[src/rtl/piano_pkg.sv]
// piano_pkg: play-state encodings, note frequency table (milli-Hz) and half-period helper
package piano_pkg;
  localparam logic [1:0] sstop  = 2'b00;
  localparam logic [1:0] splay  = 2'b01;
  localparam logic [1:0] spause = 2'b10;
  typedef enum logic [1:0] {ST_STOP, ST_PLAY, ST_PAUSE} fsm_t;
  // index 0 is silence; low octave is the middle octave halved and truncated to 0.01 Hz
  localparam int unsigned NOTE_MHZ [22] = '{
    0,
    130810, 146830, 164810, 174610, 196000, 220000, 246940,
    261630, 293660, 329630, 349230, 392000, 440000, 493880,
    523260, 587320, 659260, 698460, 784000, 880000, 987760
  };
  function automatic logic [19:0] half_period(input longint unsigned clk_hz, input logic [4:0] n);
    longint unsigned f;
    f = 0;
    if (n < 5'd22) f = 64'(NOTE_MHZ[n]);
    return (f == 0) ? 20'd0 : 20'((clk_hz * 1000 + f) / (2 * f));
  endfunction
endpackage

[src/rtl/note_buzzer_tone_divider.sv]
// tone_divider: square wave toggling every half_period cycles; en low holds, restart clears
module tone_divider (
  input  logic        clk,
  input  logic        reset,
  input  logic        en,
  input  logic [19:0] half_period,
  input  logic        restart,
  output logic        sq
);
  logic [19:0] cnt_q, cnt_d;
  logic        sq_q, sq_d;
  logic        wrap;
  assign wrap = cnt_q == half_period - 20'd1;
  assign sq = sq_q;
  always_comb begin
    cnt_d = restart ? 20'd0 : !en ? cnt_q : wrap ? 20'd0 : cnt_q + 20'd1;
    sq_d  = restart ? 1'b0 : (en && wrap) ? ~sq_q : sq_q;
  end
  always_ff @(posedge clk or posedge reset)
    if (reset) begin
      cnt_q <= '0;
      sq_q  <= 1'b0;
    end else begin
      cnt_q <= cnt_d;
      sq_q  <= sq_d;
    end
endmodule

[src/rtl/note_buzzer.sv]
// note_buzzer: paces song playback with a beat pulse and drives the piezo at the latched note pitch
module note_buzzer
  import piano_pkg::*;
#(
  parameter int CLK_HZ      = 100_000_000,
  parameter int BEAT_CYCLES = 25_000_000,
  parameter int GAP_CYCLES  = 2_500_000,
  parameter int LOAD_AT     = 2
) (
  input  logic       clk,
  input  logic       reset,
  input  logic [1:0] state,
  input  logic [4:0] note,
  output logic       beat,
  output logic       speaker,
  output logic [4:0] cur_note,
  output logic       sounding
);
  localparam int CW = $clog2(BEAT_CYCLES);
  localparam logic [CW-1:0] LAST = CW'(BEAT_CYCLES - 1);
  localparam logic [CW-1:0] LOAD = CW'(LOAD_AT);
  localparam logic [CW-1:0] WEND = CW'(BEAT_CYCLES - GAP_CYCLES);
  fsm_t          fsm_q, fsm_d;
  logic [CW-1:0] beat_cnt_q, beat_cnt_d;
  logic [4:0]    cur_note_q, cur_note_d;
  logic          beat_q, beat_d;
  logic          play, sq;
  logic [19:0]   hp_tab [32];
  for (genvar i = 0; i < 32; i++) begin : g_hp
    localparam logic [19:0] HP = half_period(64'(CLK_HZ), 5'(i));
    assign hp_tab[i] = HP;
  end
  assign play     = fsm_q == ST_PLAY;
  assign sounding = play && cur_note_q != '0 && beat_cnt_q > LOAD && beat_cnt_q < WEND;
  assign speaker  = sq && sounding;
  assign beat     = beat_q;
  assign cur_note = cur_note_q;
  always_comb begin
    fsm_d      = state == splay ? ST_PLAY : state == spause ? ST_PAUSE : ST_STOP;
    beat_cnt_d = fsm_q == ST_STOP ? '0 : !play ? beat_cnt_q : beat_cnt_q == LAST ? '0 : beat_cnt_q + CW'(1);
    cur_note_d = fsm_q == ST_STOP ? '0 : (play && beat_cnt_q == LOAD) ? (note > 5'd21 ? 5'd0 : note) : cur_note_q;
    beat_d     = fsm_d == ST_PLAY && beat_cnt_d == LAST;
  end
  // pause leaves the divider frozen (en low, no restart); play outside the window clears it
  tone_divider u_tone (
    .clk         (clk),
    .reset       (reset),
    .en          (sounding),
    .half_period (hp_tab[cur_note_q]),
    .restart     (fsm_q == ST_STOP || (play && !sounding)),
    .sq          (sq)
  );
  always_ff @(posedge clk or posedge reset)
    if (reset) begin
      fsm_q      <= ST_STOP;
      beat_cnt_q <= '0;
      cur_note_q <= '0;
      beat_q     <= 1'b0;
    end else begin
      fsm_q      <= fsm_d;
      beat_cnt_q <= beat_cnt_d;
      cur_note_q <= cur_note_d;
      beat_q     <= beat_d;
    end
endmodule

[config.mk]
export PLATFORM = sky130hd
export DESIGN_NAME = note_buzzer
export DESIGN_NICKNAME = d
export VERILOG_FILES = /design/src/rtl/piano_pkg.sv /design/src/rtl/note_buzzer_tone_divider.sv /design/src/rtl/note_buzzer.sv
export SDC_FILE = /design/constraint.sdc
export NUM_CORES = 1
export LEC_CHECK = 0
export ABC_CLOCK_PERIOD_IN_PS = 10600
export BUFFER_PORTS_ARGS = -buffer_cell sky130_fd_sc_hd__buf_2
export CAP_MARGIN = 25
export CELL_PAD_IN_SITES_DETAIL_PLACEMENT = 0
export CELL_PAD_IN_SITES_GLOBAL_PLACEMENT = 1
export CORE_ASPECT_RATIO = 0.5
export CORE_MARGIN = 5
export CORE_UTILIZATION = 28
export DETAILED_ROUTE_END_ITERATION = 8
export HOLD_SLACK_MARGIN = 0.05
export PLACE_DENSITY_LB_ADDON = 0.25
export REMOVE_ABC_BUFFERS = 1
export SYNTH_ARGS = -nofsm -noshare
export SYNTH_HDL_FRONTEND = slang
export SYNTH_SLANG_ARGS = --single-unit
[constraint.sdc]
create_clock -name clk -period 10.6 [get_ports clk]
set_input_delay 2.12 -clock clk [delete_from_list [all_inputs] [get_ports clk]]
set_output_delay 2.12 -clock clk [all_outputs]
set_load 0.01 [all_outputs]
; ---- After elaboration in Yosys (flattened, before gate mapping)
; Memories as Yosys holds them, arrays and structs flattened.
; Cells that the tools add are included.
[op_classes]
muxes = 15
n_lt_le_gt_ge = 4
bitwise_logic = 2
n_eq_ne = 8
addsub = 3
reduce_logical = 15
[op_table]
columns = cell, n
row1 = $mux 20, 5
row2 = $mux 25, 3
row3 = $eq 25x25->1 const B, 2
row4 = $add 25x1->25 const B, 1
row5 = $eq 25x2->1 const B, 1
row6 = $gt 25x2->1 const B, 1
row7 = $lt 25x25->1 const B, 1
row8 = $add 20x1->20 const B, 1
row9 = $eq 20x20->1, 1
row10 = $sub 20x1->20 const B, 1
row11 = $mux 5, 3
row12 = $logic_and 1x1->1, 8
row13 = $eq 2x1->1 const B, 3
row14 = $ge 6x6->1 const B, 1
row15 = $not 5->6, 1
row16 = $reduce_bool 2->1, 3
row17 = $gt 5x5->1 const B, 1
row18 = $reduce_bool 5->1, 1
row19 = $mux 2, 2
row20 = $eq 2x2->1 const B, 1
row21 = $logic_not 2->1, 1
row22 = $mux 1, 2
row23 = $logic_not 1->1, 1
row24 = $logic_or 1x1->1, 1
row25 = $not 1->1, 1
[totals]
word_cells = 54
romBits = 640
regBits = 54
output_inout_bits = 8
n_memories = 1
input_bits = 9
[mem_list]
columns = name, depth, word_bits, rd, rd_clocked_by_memory_dff, wr, line
row1 = (name not given), 32, 20, 1, 0, 0, note_buzzer.sv:49  ; .half_period (hp_tab[cur_note_q]),

; ---- Depth between registers and ports, before layout
; Gate-level depths: netlist of the first run.
[depth]
depth_word = 9
depth_mapped = 17
depth_no_buf = 15

; ---- Hierarchy
; A second synthesis of the first run with hierarchy kept.
[unflattened]
cells_unflattened = 623
area_unflattened_um2 = 4860.9
[modules_own_cells]
columns = module, cells_each, area_per_inst_um2, n_inst
row1 = note_buzzer, 348, 2730.1, 1
row2 = tone_divider, 275, 2130.8, 1

; ---- Least setup slack after synthesis of the first run
; OpenSTA, ideal clock, no wires.
[synth_timing]
path_kind = reg-to-output
from = reg cur_note_q[0] (netlist: cur_note[0])
to = out sounding
arrival_time_ps = 2202
t_required_ps = 8480
path_stages_with_launch = 10
slack_ps = 6278
cell_sequence = dfrtp_1 buf_2 inv_1 ha_1 nand3_1 nand4_1 or2_2 clkbuf_1 clkinv_1 clkbuf_1
[synth_via]
elab_chain_len = 4
[synth_rtl]
columns = element, line
row1 = "start, declared", note_buzzer.sv:25  ; logic [4:0] cur_note_q, cur_note_d;
row2 = "start signal, assigned", note_buzzer.sv:62  ; cur_note_q <= cur_note_d;
row3 = $reduce_bool 5->1, note_buzzer.sv:34  ; assign sounding = play && cur_note_q != '0 && beat_cnt_q > LOAD && beat_cnt_q < WEND;
row4 = $logic_and 1x1->1 (3 in a row), note_buzzer.sv:34
row5 = "end, declared", note_buzzer.sv:17  ; output logic sounding
; No other way between the ends.

; ---- Worst setup path after layout of the first run
[layout_timing]
from = reg cur_note_q[1] (netlist: cur_note[1])
to = out speaker
[layout_via]
elab_chain_len = 5
[layout_rtl]
columns = element, line
row1 = $reduce_bool 5->1, note_buzzer.sv:34
row2 = $logic_and 1x1->1 (3 in a row), note_buzzer.sv:34
row3 = $logic_and 1x1->1, note_buzzer.sv:35  ; assign speaker = sq && sounding;
row4 = "end, declared", note_buzzer.sv:15  ; output logic speaker,
; No other way between the ends.

==> metrics.txt, run 1 <==
Critical Path Fanout Max=18; CTS Sinks=54; sequential area share after synthesis=27.9%; GRT Util Overall=13.7%; Max Cap Viol=0; Root Driver=clkbuf_16; share of the synthesized area in the top cell type=27.9%; clk buf depth=2; largest net degree at the start of global routing=55; largest cells by area after synthesis=dfrtp_1, xor2_1, nor2_1, ha_1, a21oi_1; Sequential Area=1350 um2; Lkg Pwr=0.00216 uW; register clock-pin slew on the reported worst setup and hold paths=0.07 ns; Tot Pwr=443 uW; GRT Residual Overflow=0; Place WS=5.76 ns; initial antenna violation count=0; run status=finished clean; Initial Util=28.2%; Tightest Pin Transition=0.905 ns; IO buf count=16; leading area contributor after synthesis=dfrtp_1; Site Rows=34; Critical Path AT=3.03 ns; reg2reg setup slack=5.93 ns; vias in the first global route=4192; Syn. warnings=0; GPL Wtd Cong=0.808; distinct cell type count after synthesis=86; htree depth=2; average wire per standard cell=16.6 um; clock skew=0.00937 ns; VDD IR max=52.5 uV; Slew Limit Fails=0; worst hold path type=reg -> reg; chip height=103 um; CTS Hold Buffers Added=0; # setup viols final=0; Slowest cell on crit path=dfrtp_1; CTS buffer count=5; Die W=196 um; CP peak stage delay=0.56 ns; Routed Antenna Nets=0; commonest cells after routing, fill and taps aside=nor2_1, dfrtp_1, nand2_1; Mapped Avg Cell Area=8.27 um2; Clock Latency Late Sink=0.30 ns; Crit path top cell by count=inv_1; vias per cell=5.33; Async SR Flop Fraction=100%; FMAX=194 MHz; commonest non-fill, non-tap cell in the layout=nor2_1; Pwr Density=84.3 nW/um2; crit path time final=5.15 ns; area of the multi-input gates=3240 um2; fillers=1844; EDFF count, synth=0; startpoint types=flip-flop; number of nets in the layout=607; first-pass iteration count of the detailed router=5; vias=4365; Netlist Area Pre-Place=4850 um2; Max-slew headroom=39.2%; RSZ-0062 raised after global routing=no; Cell Chain, Critical Path=inv_1 > ha_1 > nand3_1 > nand4_1 > or2_2 > clkinv_1 > nand2_1 > inv_1 > buf_2; final setup margin=5.45 ns; final hold vios=0; Iter 0 DRT Violations=254; final setup TNS=0 ns; ratio of cells with drive above 1 in the final layout=13.0%; Post-Route WL=13600 um; final core occ=30.5%; # IOs=17; CTS tree=done; WS Path Type=reg -> out; post_cts resized=0; Synth Flop Type=dfrtp_1; Core ar.=17200 um2; global-route wire length before repair=22600 um; Worst setup EP type=output pin; die area=20200 um2; ANT cells=0; Yosys reg bits=54; HPWL after DPL=10200 um; Syn Inst Count=586; post-CTS setup repair buffer count=0; CP Data Required Time=8.48 ns; fin crit share=48.6%; DR DRC count=0; Layout area overhead=8.28%
-- final timing paths --
| path | from | to | depth (start not counted) |
|---|---|---|---|
| setup / recovery | cur_note[1] | speaker | 9 |
| hold / removal | u_tone.sq | u_tone.sq | 2 |
| setup reg to reg | cur_note[0] | u_tone.cnt_q[19] | 15 |
| hold reg to reg | u_tone.sq | u_tone.sq | 2 |
| max in group asynchronous | reset | u_tone.cnt_q[11] | 3 |
| min in group asynchronous | reset | beat_cnt_q[17] | 3 |
-- flip-flops by register name (all words and copies together) (netlist names) --
name          flops
beat_cnt_q       25
cur_note          5
fsm_q             2
u_tone.cnt_q     20
u_tone.sq         1
beat              1
-- power by group --
part / internal, uW / total [uW] / switching [uW]
clock: 111 / 193 / 81.8
sequential: 207 / 208 / 1.35
combinational: 15.4 / 41.8 / 26.5
total: 333 / 443 / 110
-- synthesized netlist by cell type (all sizes together), types with 4 or more instances --
master,instances
a211oi,4
a21o,7
a21oi,36
a22oi,4
a31oi,5
and2,5
and3,10
and4b,5
buf,16
clkbuf,15
dfrtp,54
ha,13
inv,16
mux2,6
mux2i,8
nand2,38
nand2b,14
nand3,27
nand3b,6
nand4,21
nor2,63
nor2b,12
nor3,32
nor3b,4
nor4,11
o211ai,6
o21ai,28
o31ai,9
o32ai,4
or2,7
or3,6
or4,6
xnor2,17
xor2,26
-- metrics by stage --
step | area (um2) | hold slack [ns] | instances
5_1_grt | 5250 | 0.606 | 819
6_report | 5250 | 0.556 | 819
3_5_place_dp | 5090 | 0.549 | 812
2_1_floorplan | 4660 | 0.503 | 555
3_3_place_gp | 5090 | 0.546 | 812
4_1_cts | 5250 | 0.561 | 819
-- critical path: cells and delay by family (launching register included) --
kind	cells	cell delay, ns
buf+inv	4	0.98
simple gates	4	0.83
flops	1	0.56
fa+ha+maj	1	0.36
-- per-layer routing --
metal	vias up	wire length [um]	GRT usage [%]
met5	-	0	0
met2	79	5740	21.2
met1	2115	7150	20.0
li1	2149	-	-
met3	22	438	2.15
met4	0	278	3.81
-- cells by family (layout without fill, tap and decap cells) --
group	count (synthesis)	after routing	synth area share (%)
compound gates	133	133	19.2
xor+xnor	43	43	7.77
fa+ha+maj	13	13	3.35
buf+inv	48	47	5.24
flops	54	54	27.9
mux	15	15	3.59
simple gates	280	280	33.0
-- final cells by class --
class / count / share of cell area (%)
Timing Repair Buffer: 23 / 2.53
Clock buffer: 5 / 2.38
Sequential cell: 54 / 25.7
Multi-Input combinational cell: 484 / 61.8
Inverter: 17 / 1.26
Tap cell: 234 / 5.58
Clock inverter: 2 / 0.739
Power figures use the tool's default switching activity.
==> inputs of run 2 (changes only) <==
ABC_AREA = 1   (was not set)
ABC_CLOCK_PERIOD_IN_PS = 5050   (was 10600)
clock period = 5.05 ns   (was 10.6 ns; I/O delays follow)
==> run 2 against run 1 <==
Against the previous run: final area up 0.55%; largest cell class unchanged; clock-buffer cell count up 1; worst hold slack worse by 0.045 ns; sequential power up 110%; sequential share of layout area down 0.14 points; clock power up 91%; register-to-register slack worse by 4.6 ns; flip-flop and latch count unchanged; global-route usage up 0.84 points; die area down 0.32%; utilization up 1.2 points; wire length up 3.3%.
==> metrics.txt, run 2 <==
combinational family with the most area after synthesis=simple AND/OR/NAND/NOR gates; Critical Path AT=3.95 ns (+0.92 ns); htree depth=2 (unchanged); ANT cells=0 (unchanged); Worst path top cell family by delay=simple AND/OR/NAND/NOR gates; area of the multi-input gates=2930 um2 (-9.6%); Iter 0 DRT Violations=408 (+61%); Initial Util=29.0% (+0.83 points); IO buf count=16 (unchanged); die area=20100 um2 (-0.32%); register clock-pin slew on the reported worst setup and hold paths=0.07 ns (about the same); Largest Register=beat_cnt_q; Mapped Avg Cell Area=6.36 um2 (-23%); Min Hold Slack=0.511 ns (-0.0445 ns); largest net degree at the start of global routing=55 (unchanged); chip height=103 um (-0.16%); placed insts=988 (+22%); # setup viols final=0 (unchanged); CTS tree=done; vias per cell=4.78 (-10%); most common cell in the netlist=nand2_1; Final Instance Count excl. Fillers=997 (+22%); Slowest cell on crit path=dfrtp_1; # IOs=17 (unchanged); Clock Latency Late Sink=0.29 ns (about the same); Syn Inst Count=760 (+30%); number of nets in the layout=791 (+30%); RSZ-0062 raised after global routing=no; HPWL after DPL=11200 um (+9.8%); GRT Util Overall=14.6% (+0.84 points); Slew Limit Fails=0 (unchanged); clk buf depth=2 (unchanged); fin crit share=74.5%; post-CTS setup repair buffer count=0 (unchanged); Worst setup EP type=flip-flop; leading area contributor after synthesis=dfrtp_1; initial antenna violation count=0 (unchanged); Place WS=1.28 ns (-4.48 ns); CP Data Required Time=5.24 ns (-3.24 ns); Pwr Density=172 nW/um2 (+100%); Die W=196 um (-0.16%); most frequent cells after synthesis=nand2_1, inv_1, nor2_1; Root Driver=clkbuf_16; Tightest Pin Transition=0.786 ns (-0.119 ns); post_cts resized=0 (unchanged); reg2reg setup slack=1.29 ns (-4.64 ns); Crit path top cell by count=nand2_1; Routed Antenna Nets=0 (unchanged); XOR/XNOR share of the synthesized area=5.98% (-1.8 points); CTS Hold Buffers Added=0 (unchanged); Async SR Flop Fraction=100% (unchanged); first-pass iteration count of the detailed router=7 (+2); final hold vios=0 (unchanged); vias in the first global route=4734 (+13%); DR DRC count=0 (unchanged); CTS buffer count=5 (unchanged); multiplexer share of the synthesized area=0% (-3.6 points); global-route wire length before repair=23900 um (+6.1%); final core occ=31.7% (+1.2 points); average wire per standard cell=14.1 um (-15%); Netlist Area Pre-Place=4830 um2 (-0.34%); CP peak stage delay=0.86 ns (+0.30 ns); max reg flops=25 (unchanged); Max Cap Viol=0 (unchanged); Max-slew headroom=47.6% (+8.4 points); commonest non-fill, non-tap cell in the layout=nand2_1; final setup margin=1.29 ns (-4.16 ns); EDFF count, synth=0 (unchanged); WS Path Type=reg -> reg; adder-cell area share of the yosys netlist=3.37% (+0.011 points); startpoint types=flip-flop; Cell Chain, Critical Path=inv_2 > nand2_1 > nor2_1 > a21oi_2 > nand2_1 > inv_1 > ha_1 > nand2_1 > nor2_1 > nand2_1 > nand2_1 > nand2_1 > nand2_1 > nand2_1 > nor2_1 > nand3_1 > nor2_1 > nand3_1 > nand2_2 > nand2_1 > nand2_1 > nand2_1; Lkg Pwr=0.00261 uW (+21%); commonest cells after routing, fill and taps aside=nand2_1, inv_1, nor2_1; crit path buf inv count=2 (-2); Post-Synth Simple-Gate Area=42.8% (+9.8 points); GRT Residual Overflow=0 (unchanged); compound-cell area share of the yosys netlist=8.49% (-11 points); vias=4769 (+9.3%); Post-Route WL=14100 um (+3.3%); largest cells by area after synthesis=dfrtp_1, nand2_1, inv_1, nand3_1, nor2_1; Layout area overhead=9.24%; sequential area share after synthesis=28.0% (+0.094 points); VDD IR max=117 uV (+120%); FMAX=266 MHz; CTS Sinks=54 (unchanged); Synth Flop Type=dfrtp_1; distinct cell type count after synthesis=45 (-48%); Critical Path Stages=22 (+13); Yosys reg bits=54 (unchanged); Syn. warnings=0 (unchanged); clock skew=0.00640 ns (-0.00298 ns); worst hold path type=reg -> reg; hold depth=2 (unchanged); Core ar.=16600 um2 (-3.2%); FF-to-FF path depth=22 (+7); Site Rows=33 (-2.9%); Critical Path Fanout Max=22 (+4); Sequential Area=1350 um2 (unchanged); fillers=1845 (+0.054%); GPL Wtd Cong=0.878 (+8.7%); ratio of cells with drive above 1 in the final layout=8.44% (-4.5 points); crit path time final=3.76 ns; share of the synthesized area in the top cell type=28.0% (+0.094 points); run status=finished clean; final setup TNS=0 ns (unchanged)
## run 2: cell count changes in the layout (fill, tap and decap cells not counted), sizes merged, moves of 8 or more
cell,before,now
nand2,38,227
inv,16,116
nand3,27,76
nor2,63,92
a21oi,36,15
o22ai,3,19
nand2b,14,0
xnor2,17,3
nor2b,12,0
nor3,32,23
o31ai,9,0
and3,10,2
mux2i,8,0
## run 2: logic make-up (layout without fill, tap and decap cells)
group                    Yosys count  after routing
XOR/XNOR                          33             33
AND/OR/NAND/NOR                  460            460
adder cells (fa/ha/maj)           13             13
AO/OA/AOI/OAI                     68             68
flip-flops                        54             54
buffers and inverters            132            142
## run 2: where the power goes
part	internal [uW]	switching [uW]
logic	30.6	68.9
clock network	200	169
registers	435	4.07
## run 2: metrics by stage
step | cell area [um2] | total power [uW]
2_1_floorplan | 4720 | 519
3_3_place_gp | 5100 | 549
3_5_place_dp | 5100 | 548
4_1_cts | 5250 | 923
5_1_grt | 5280 | 960
6_report | 5280 | 907
## run 2: final cells by class
| type | instances | area share (%) |
|---|---|---|
| clock buffers | 6 | 2.63 |
| clock inverters | 2 | 0.308 |
| inverters | 115 | 8.22 |
| multi-input cells | 574 | 55.5 |
| flip-flops and latches | 54 | 25.6 |
| well taps | 227 | 5.38 |
| repair buffers | 19 | 2.32 |
## run 2: path summary, 6_finish.rpt
kind / startpoint / to
worst max-delay path: cur_note[3] / u_tone.sq
worst min-delay path: u_tone.sq / u_tone.sq
worst max register to register: cur_note[3] / u_tone.sq
worst min register to register: u_tone.sq / u_tone.sq
max in group asynchronous: reset / beat_cnt_q[5]
min in group asynchronous: reset / u_tone.cnt_q[12]
## run 2: layer usage
metal | routed length (um) | up-vias | track usage, %
met5 | 0 | - | 0
li1 | - | 2468 | -
met4 | 257 | 0 | 4.02
met3 | 418 | 21 | 1.24
met1 | 7220 | 2181 | 20.6
met2 | 6160 | 99 | 24.2
## run 2: tightest hold or removal path, cell delays in order, from the launching register on
cell and delay, ns:
dfrtp_1 0.37, nand2_1 0.06, nand2_1 0.05
==> inputs of run 3 (changes only) <==
ABC_AREA = 0   (was 1)
ABC_CLOCK_PERIOD_IN_PS = 3750   (was 5050)
clock period = 3.75 ns   (was 5.05 ns; I/O delays follow)
==> run 3 against run 2 <==
Against the previous run: non-clock buffer count increased by 27; final area is 3.7% higher; clock power increased by 48%; setup slack got worse by 1.0 ns; cell count shrank 16%; clock-buffer cell count did not move; sequential share of layout area shrank 0.92 points; utilization grew 0.14 points.
==> metrics.txt, run 3 (synthesis results as in run 1) <==
ratio of cells with drive above 1 in the final layout=17.1% (+8.7 points); Clock Latency Late Sink=0.30 ns (about the same); global-route wire length before repair=23100 um (-3.5%); GRT Util Overall=14.2% (-0.37 points); initial antenna violation count=0 (unchanged); post-route cell area=5480 um2 (+3.7%); average wire per standard cell=16.7 um (+19%); number of nets in the layout=630 (-20%); # IOs=17 (unchanged); clock skew=0.00758 ns (+0.00118 ns); Place WS=0.162 ns (-1.12 ns); DR DRC count=0 (unchanged); sw power=298 uW (+23%); CTS Hold Buffers Added=0 (unchanged); Routed Antenna Nets=0 (unchanged); Critical Path AT=3.72 ns (-0.23 ns); Site Rows=34 (+3.0%); GRT met2 Usage=22.8% (-1.3 points); final hold vios=0 (unchanged); final setup margin=0.248 ns (-1.04 ns); P_int=964 uW (+45%); # setup viols final=0 (unchanged); run status=finished clean; Post-Route WL=14100 um (about the same); Iter 0 DRT Violations=328 (-20%); ANT cells=0 (unchanged); Lkg Pwr=0.00231 uW (-12%); Critical Path Fanout Max=6 (-73%); startpoint types=flip-flop; Tightest Pin Transition=0.817 ns (+0.0308 ns); worst hold path type=reg -> reg; IO buf count=16 (unchanged); HPWL after DPL=10700 um (-4.0%); clk buf depth=2 (unchanged); crit path time final=3.50 ns (-0.262 ns); Most Used Layer, Global Route=met2; vias per cell=5.28 (+10%); max reg flops=25 (unchanged); GRT met3 Usage=1.96% (+0.72 points); htree depth=2 (unchanged); placed cell area=5260 um2 (+3.3%); commonest cells after routing, fill and taps aside=nor2_1, dfrtp_1, nand2_1; Switching Share=23.6% (-3.1 points); sequential share of power=46.7% (-1.6 points); CTS tree=done; Root Driver=clkbuf_16; commonest non-fill, non-tap cell in the layout=nor2_1; Slew Limit Fails=0 (unchanged); vias in the first global route=4256 (-10%); Max Cap Viol=0 (unchanged); Worst setup EP type=flip-flop; chip height=103 um (+0.16%); RSZ-0062 raised after global routing=no; CTS buffer count=5 (unchanged); largest net degree at the start of global routing=37 (-33%); combinational group share of total power=10.1% (-0.9 points); GPL Wtd Cong=0.836 (-4.8%); FMAX=286 MHz (+7.5%); Largest Register=beat_cnt_q; CTS Sinks=54 (unchanged); Tot Pwr=1260 uW (+39%); Min Hold Slack=0.553 ns (+0.0415 ns); WS Path Type=reg -> reg; Clock Power Share=43.2% (+2.5 points); fin crit share=93.4% (+19 points); GRT Residual Overflow=0 (unchanged); die area=20200 um2 (+0.32%); Pwr Density=230 nW/um2 (+34%); global routing usage on met1=20.3% (-0.34 points); CP Data Required Time=3.96 ns (-1.28 ns); vias=4445 (-6.8%); final setup TNS=0 ns (unchanged); register clock-pin slew on the reported worst setup and hold paths=0.07 ns (about the same); Initial Util=28.2% (-0.83 points); Die W=196 um (+0.16%); Max-slew headroom=45.5% (-2.1 points); VDD IR max=139 uV (+20%); first-pass iteration count of the detailed router=5 (-2); Layout area overhead=13.0%; Core ar.=17200 um2 (+3.3%)
## run 3: layer usage
layer,up-vias,share of wire (%)
met1,2150,52
met5,-,0
met4,0,1.3
li1,2212,-
met3,15,2.5
met2,68,44
## run 3: worst paths after layout
kind / depth (start not counted) / start / endpoint / slack [ns]
max in group asynchronous: 3 / reset / cur_note[1] / 2.37
hold / removal: 2 / u_tone.sq / u_tone.sq / 0.55
setup / recovery: 15 / cur_note[0] / u_tone.sq / 0.25
hold reg to reg: 2 / u_tone.sq / u_tone.sq / 0.55
min in group asynchronous: 2 / reset / beat / 0.61
setup reg to reg: 15 / cur_note[0] / u_tone.sq / 0.25
## run 3: final cells by class
type	count	area [um2]
repair buffers	46	318
clock buffers	6	139
multi-input cells	484	3280
inverters	17	66.3
flip-flops and latches	54	1350
fillers	1852	11700
well taps	234	293
clock inverters	1	30.0
## run 3: per-stage QoR
step / util (%) / instances
final: 31.9 / 842
after global routing: 31.9 / 842
after CTS: 31.6 / 841
after detailed placement: 30.6 / 834
after global placement: 30.6 / 834
after floorplan: - / 555
## run 3: critical path: stages, from the launching register on
cell and delay, ns:
dfrtp_1 0.36, inv_2 0.06, ha_1 0.21, or2_2 0.29
a21oi_2 0.16, o31ai_2 0.09, inv_1 0.11, ha_1 0.20
o221ai_1 0.11, and4b_2 0.36, nand3_4 0.11, or3_1 0.40
a22oi_2 0.21, nand4b_4 0.14, or4b_1 0.51, o211ai_1 0.09
## run 3: repair_timing
| item | 4_1_cts | 5_1_grt |
|---|---|---|
| setup endpoints to repair | 0 | 21 |
| buffers inserted | 0 | 1 |
| gates resized for setup | 0 | 8 |
## run 3: power groups by stage
stage                     registers [uW]  clock network [uW]  logic (uW)
after CTS                            589                 564         127
after floorplan                      604                   0        80.4
after detailed placement             601                   0         126
after global routing                 590                 583         143
after global placement               601                   0         127
final                                589                 545         128
